===== config.mk =====
export PLATFORM = sky130hd
export DESIGN_NAME = chunked_adder
export DESIGN_NICKNAME = d
export VERILOG_FILES = /design/src/rtl/chunked_adder.sv
export SDC_FILE = /design/constraint.sdc
export NUM_CORES = 1
export LEC_CHECK = 0
export ABC_AREA = 1
export CAP_MARGIN = 20
export CORE_UTILIZATION = 25
export DETAILED_ROUTE_END_ITERATION = 8
export PLACE_DENSITY = 0.43
export SYNTH_ARGS = -nofsm -noshare
export SYNTH_HDL_FRONTEND = slang
export SYNTH_SLANG_ARGS = --single-unit

===== constraint.sdc =====
create_clock -name clk -period 1.4 [get_ports clk]
set_input_delay 0.28 -clock clk [delete_from_list [all_inputs] [get_ports clk]]
set_output_delay 0.28 -clock clk [all_outputs]
set_load 0.05 [all_outputs]

===== src/rtl/chunked_adder.sv =====
// chunked_adder: WIDTH-bit adder built from one 2-bit carry slice, walking the
// operands LSB chunk first with a registered carry between chunks.

module chunked_adder_slice (
    input  logic [1:0] a,
    input  logic [1:0] b,
    input  logic       cin,
    output logic [1:0] sum,
    output logic       cout
);
    assign {cout, sum} = {1'b0, a} + {1'b0, b} + {2'b00, cin};
endmodule

module chunked_adder #(
    parameter int WIDTH = 8
) (
    input  logic             clk,
    input  logic             reset,
    input  logic             io_in_valid,
    output logic             io_in_ready,
    input  logic [WIDTH-1:0] io_in_lhs,
    input  logic [WIDTH-1:0] io_in_rhs,
    input  logic             io_in_cin,
    output logic             io_out_valid,
    input  logic             io_out_ready,
    output logic [WIDTH-1:0] io_out_sum,
    output logic             io_out_cout
);
    localparam int NUM   = WIDTH / 2;
    localparam int CNT_W = (NUM > 1) ? $clog2(NUM) : 1;
    localparam logic [CNT_W-1:0] LAST_CNT = CNT_W'(NUM - 1);

    typedef enum logic [1:0] {
        IDLE = 2'd0,
        BUSY = 2'd1,
        DONE = 2'd2
    } state_t;

    state_t           state, next_state;
    logic [WIDTH-1:0] lhs_sh, rhs_sh, sum_q, sum_next;
    logic             carry_q;
    logic [CNT_W-1:0] cnt;
    logic [1:0]       slice_out;
    logic             slice_cout;
    logic             last_chunk;

    chunked_adder_slice u_slice (
        .a    (lhs_sh[1:0]),
        .b    (rhs_sh[1:0]),
        .cin  (carry_q),
        .sum  (slice_out),
        .cout (slice_cout)
    );

    // New chunks enter at the top so the LSB chunk ends up at bit 0 after NUM shifts.
    generate
        if (WIDTH == 2) begin : g_sum_narrow
            assign sum_next = slice_out;
        end else begin : g_sum_wide
            assign sum_next = {slice_out, sum_q[WIDTH-1:2]};
        end
    endgenerate

    assign last_chunk = (cnt == LAST_CNT);

    always_ff @(posedge clk or posedge reset) begin
        if (reset) begin
            state <= IDLE;
        end else begin
            state <= next_state;
        end
    end

    always_comb begin
        next_state = state;
        case (state)
            IDLE:    if (io_in_valid)  next_state = BUSY;
            BUSY:    if (last_chunk)   next_state = DONE;
            DONE:    if (io_out_ready) next_state = IDLE;
            default:                   next_state = IDLE;
        endcase
    end

    always_ff @(posedge clk or posedge reset) begin
        if (reset) begin
            lhs_sh  <= '0;
            rhs_sh  <= '0;
            sum_q   <= '0;
            carry_q <= 1'b0;
            cnt     <= '0;
        end else begin
            case (state)
                IDLE: begin
                    if (io_in_valid) begin
                        lhs_sh  <= io_in_lhs;
                        rhs_sh  <= io_in_rhs;
                        carry_q <= io_in_cin;
                        cnt     <= '0;
                        sum_q   <= '0;
                    end
                end
                BUSY: begin
                    lhs_sh  <= lhs_sh >> 2;
                    rhs_sh  <= rhs_sh >> 2;
                    sum_q   <= sum_next;
                    carry_q <= slice_cout;
                    cnt     <= cnt + CNT_W'(1);
                end
                default: begin
                end
            endcase
        end
    end

    assign io_in_ready  = (state == IDLE);
    assign io_out_valid = (state == DONE);
    assign io_out_sum   = sum_q;
    assign io_out_cout  = carry_q;

endmodule


; Word level (Yosys, flattened, before mapping)
; Index checks and enable logic that the tools add are counted.
[totals]
reg_bits = 29
input_bits = 21
out_inout_bits = 11
wordCells = 33
[op_classes]
n_addsub = 3
eq_ne = 6
mux = 14
reduce_logical = 4
[op_table]
columns = operator, count
row1 = 8-bit one-hot mux with 2 select lines, 3
row2 = 8-bit 2-to-1 mux, 3
row3 = 2-bit 2-to-1 mux, 4
row4 = 2-bit one-hot mux with 3 select lines, 1
row5 = "2-bit == test, second input constant", 2
row6 = "2-bit inequality test, second input constant", 2
row7 = 2-bit one-hot mux with 2 select lines, 1
row8 = 2-bit by 2-bit adder with 3-bit output, 1
row9 = 3-bit by 1-bit adder with 3-bit output, 1
row10 = 3-bit AND reduction, 1
row11 = "2-bit by 1-bit adder with 2-bit output, second input constant", 1
row12 = "2-bit by 1-bit == test with 1-bit output, second input constant", 1
row13 = 2-bit logical NOT, 1
row14 = "2-bit by 1-bit inequality test with 1-bit output, second input constant", 1
row15 = 1-bit one-hot mux with 2 select lines, 1
row16 = 2-bit AND reduction, 1
row17 = 2-bit nonzero test, 1
row18 = 1-bit 2-to-1 mux, 1

; Longest topological paths before layout
[logic_depth]
word_depth = 3
mapped_depth = 6

; Hierarchy
; A second synthesis with hierarchy kept.
[hier_totals]
hier_cells = 188
area_unflattened_um2 = 1617.8
[modules_own_cells]
columns = mod, n_inst, cells_each, area_per_inst_um2, seq_area_each_um2
row1 = chunked_adder, 1, 178, 1547.7, 725.7
row2 = chunked_adder_slice, 1, 10, 70.1, 0.0

; Worst setup path after synthesis
; Ideal clock, no wire load.
[synth_path]
path_kind = register -> register
from = register carry_q, in the netlist io_out_cout
to = register carry_q, in the netlist io_out_cout
setup_time_ns = 0.119
arrival_time_ns = 1.617
setup_slack_ns = -0.336
stages_incl_launch_ff = 7
path_buffers = 0
synth_period_minus_slack_ns = 1.736
path_cell_list = dfrtp_1 -> fa_1 -> fa_1 -> inv_1 -> nand2_1 -> nand3_1 -> nand2_1
[synth_via]
elab_chain_cells = 2
[synth_rtl]
columns = item, line
row1 = from (decl), 41  ; logic carry_q;
row2 = from (signal assigned), 97  ; carry_q <= io_in_cin;
row3 = from (signal assigned), 106  ; carry_q <= slice_cout;
row4 = 3-bit by 1-bit adder with 3-bit output, 11  ; assign {cout, sum} = {1'b0, a} + {1'b0, b} + {2'b00, cin};
row5 = 1-bit one-hot mux with 2 select lines, 92  ; case (state)
; Every way passes these cells.
; A chain may end at the register's enable or synchronous reset.

; Final worst setup path
[layout_path]
from = register carry_q, in the netlist io_out_cout
to = register sum_q[7], in the netlist io_out_sum[7]
[layout_via]
elab_chain_cells = 2
[layout_rtl]
columns = item, line
row1 = 3-bit by 1-bit adder with 3-bit output, 11
row2 = 8-bit one-hot mux with 2 select lines, 92
row3 = to (signal assigned), 105  ; sum_q <= sum_next;
row4 = to (decl), 40  ; logic [WIDTH-1:0] lhs_sh, rhs_sh, sum_q, sum_next;
; Every way passes these cells.

==> metrics.md <==
| Metric | Value |
|---|---|
| RSZ-0062 raised after global routing | `true` |
| Initial antenna violation count | `0` |
| Post-synth top flop | `dfrtp_1` |
| Die Area | `roughly 6200 µm²` |
| FMAX | `approximately 0.65 GHz` |
| Min Tclk post-route | `between 1500 and 2000 ps` |
| Share of cells above drive strength 1 | `between 20% and 30%` |
| Via count | `around 1200` |
| Synth top cells by count | `nand2_1, inv_1, nand3_1` |
| Overflow after GRT | `0` |
| WP data arrival | `around 1800 ps` |
| Post-synthesis area per instance | `approximately 8.3 µm²` |
| Total CTS buffers | `5` |
| Worst-Margin Slew | `209 ps` |
| First-pass GRT wire length | `roughly 6000 µm` |
| CP Max Fanout | `2` |
| Clk_skew | `between 10 and 15 ps` |
| Outcome | `complete, but fails checks` |
| Fin. max-slew vios | `0` |
| GPL Wtd Cong | `roughly 0.75` |
| Post-synth ARST share | `100%` |
| Placed Instances | `around 290` |
| Cell count after synthesis | `around 180` |
| MaxCap Viol Count | `0` |
| Worst setup EP type | `register` |
| H-tree depth | `2` |
| Post-Layout Inst Area | `~2200 µm²` |
| P per Cell Area | `roughly 2500 nW/µm²` |
| Number of distinct library cells after synthesis | `19` |
| Initial DRC Count | `53` |
| Layout fillers | `around 620` |
| Ant. Diodes | `0` |
| Residual DRC | `0` |
| Area Growth Syn to Fin | `49.1%` |
| Syn. warnings | `0` |
| Wire length per cell | `approximately 11 µm` |
| CP Data Required Time | `roughly 1600 ps` |
| Vias per cell | `4.14` |
| Crit path kind | `register to register` |
| Crit path launch type | `register` |
| Worst Hold Margin | `332 ps` |
| Most numerous cell in the Yosys netlist | `nand2_1` |
| CTS max path bufs | `2` |
| IR drop worst, VDD | `1.22 mV` |
| Synth Net Count | `slightly above 200` |
| Count of hold-fix buffers inserted at cts | `0` |
| WL final | `around 3400 µm` |
| Vias in the first global route | `1220` |
| Min setup slack post-route | `-133 ps` |
| DP Wirelength | `roughly 2400 µm` |
| Post-synth EDFFs | `0` |
| Lkg Pwr | `~1.1 nW` |
| Initial core utilization | `roughly a quarter` |
| Cell Count, Final, Fillers Out | `just under 300` |
| CTS tree | `yes` |
| Post-synth top area share | `between 40% and 50%` |
| Total power | `~5.5 mW` |
| Failing checks | `setup timing` |
| Setup WS pre-CTS | `-82.0 ps` |
| Core Region | `approximately 5600 µm²` |
| Row count | `27` |
| Core Util, Final | `39.2%` |
| Total Routing Usage GR | `between 10 and 15%` |
| Worst-path clk slew | `~70 ps` |
| Sum Neg Setup Slack | `-204 ps` |
| Clock tree root buffer cell | `clkbuf_8` |
| Placement-stage cell area | `2090 µm²` |
| Worst-Skew Late Latency | `approximately 280 ps` |
| Endpoints failing hold | `0` |
| DRT Pass-1 Iters | `4` |
| Area contributors post-synth | `dfrtp_1, nand2_1, nand3_1, inv_1, o21ai_2` |
| # setup viols final | `2` |
| Chip Height | `just under 80 µm` |
| Seq cells post-synth | `29` |
| CTS sink cnt | `29` |
| Worst hold path type | `input pin to async pin` |
| Area of the mapped netlist | `between 1000 and 1500 µm²` |
| Leading area contributor after synthesis | `dfrtp_1` |
| IO Port Bufs | `31` |
| ANT nets after route | `0` |
| Register area share after synthesis | `between 40% and 50%` |
| Die width | `between 70 and 80 µm` |
| Worst rel slew slack | `between 80% and 90%` |
| I/O pin count | `32` |
| Layout Nets | `247` |
| Pin count of the biggest net entering global routing | `30` |
| Period utilization | `109%` |
[registers in the layout, indices dropped and copies added (netlist names)]
register	count
cnt	2
io_out_cout	1
io_out_sum	8
lhs_sh	8
rhs_sh	8
state	2
[where the power goes]
group          total, mW  switching, mW  leakage [nW]  internal (mW)
registers           1.53          0.289         0.364           1.24
clock network      0.662          0.318        0.0450          0.344
logic               3.27           1.77         0.686           1.50
total               5.46           2.38          1.09           3.09
[metal layers]
layer | wire length [µm] | global-route usage [%]
met5 | 0 | 0
met4 | 70 | 6.55
met3 | 123 | 3.33
met2 | 1540 | 20.0
met1 | 1670 | 16.4
[kinds of logic (layout without fill, tap and decap cells)]
group           after synthesis  after routing  share of synthesized area (%)
compound gates               15             15                           7.13
fa+ha+maj                     3              3                           3.56
buf+inv                      42             88                           13.0
flops                        29             29                           49.2
simple gates                 89             89                           27.1
[worst paths after layout]
| kind | from | end | slack (ps) | depth (start not counted) |
|---|---|---|---|---|
| min | reset | io_out_sum[6] | 330 | 3 |
| max | io_out_cout | io_out_sum[7] | -130 | 4 |
| min reg2reg | cnt[0] | cnt[0] | 500 | 1 |
| min in group clk | cnt[0] | cnt[0] | 500 | 1 |
| max reg2reg | io_out_cout | io_out_sum[7] | -130 | 4 |
| max in group asynchronous | reset | state[0] | 900 | 3 |
[cells in the final DEF, fill, tap and decap left out, drive strengths merged]
master | synthesis | routed
o31ai | 1 | 1
dfrtp | 29 | 29
a21oi | 1 | 1
buf | 9 | 27
o21ai | 12 | 12
clkinv | 0 | 2
inv | 33 | 33
clkbuf | 0 | 6
nand2 | 53 | 53
nor2 | 5 | 5
fa | 2 | 2
nand3 | 31 | 31
ha | 1 | 1
o22ai | 1 | 1
clkdlybuf4s50 | 0 | 20
[area by class of cell]
type | count | area (µm²) | share of cell area [%]
clock buffers | 6 | 72.6 | 3.30
clock inverters | 2 | 10.0 | 0.455
inverters | 33 | 124 | 5.63
multi-input cells | 107 | 581 | 26.4
flip-flops and latches | 29 | 728 | 33.1
well taps | 72 | 90.1 | 4.10
repair buffers | 47 | 594 | 27.0
[worst max-delay path, cell delays in order, from the launching register on]
cell	delay, ps
dfrtp_2	430
fa_2	400
fa_2	530
nand2_2	50
o21ai_2	50
[timing repair]
| action | in CTS | in global routing |
|---|---|---|
| endpoints found under the setup margin | 4 | 4 |
| pin swaps | 1 | 1 |
| endpoints found under the hold margin | 0 | 0 |
| setup buffers | 2 | 0 |
| gates resized for setup | 2 | 3 |
Note: power is estimated with default switching activity, not from simulation.
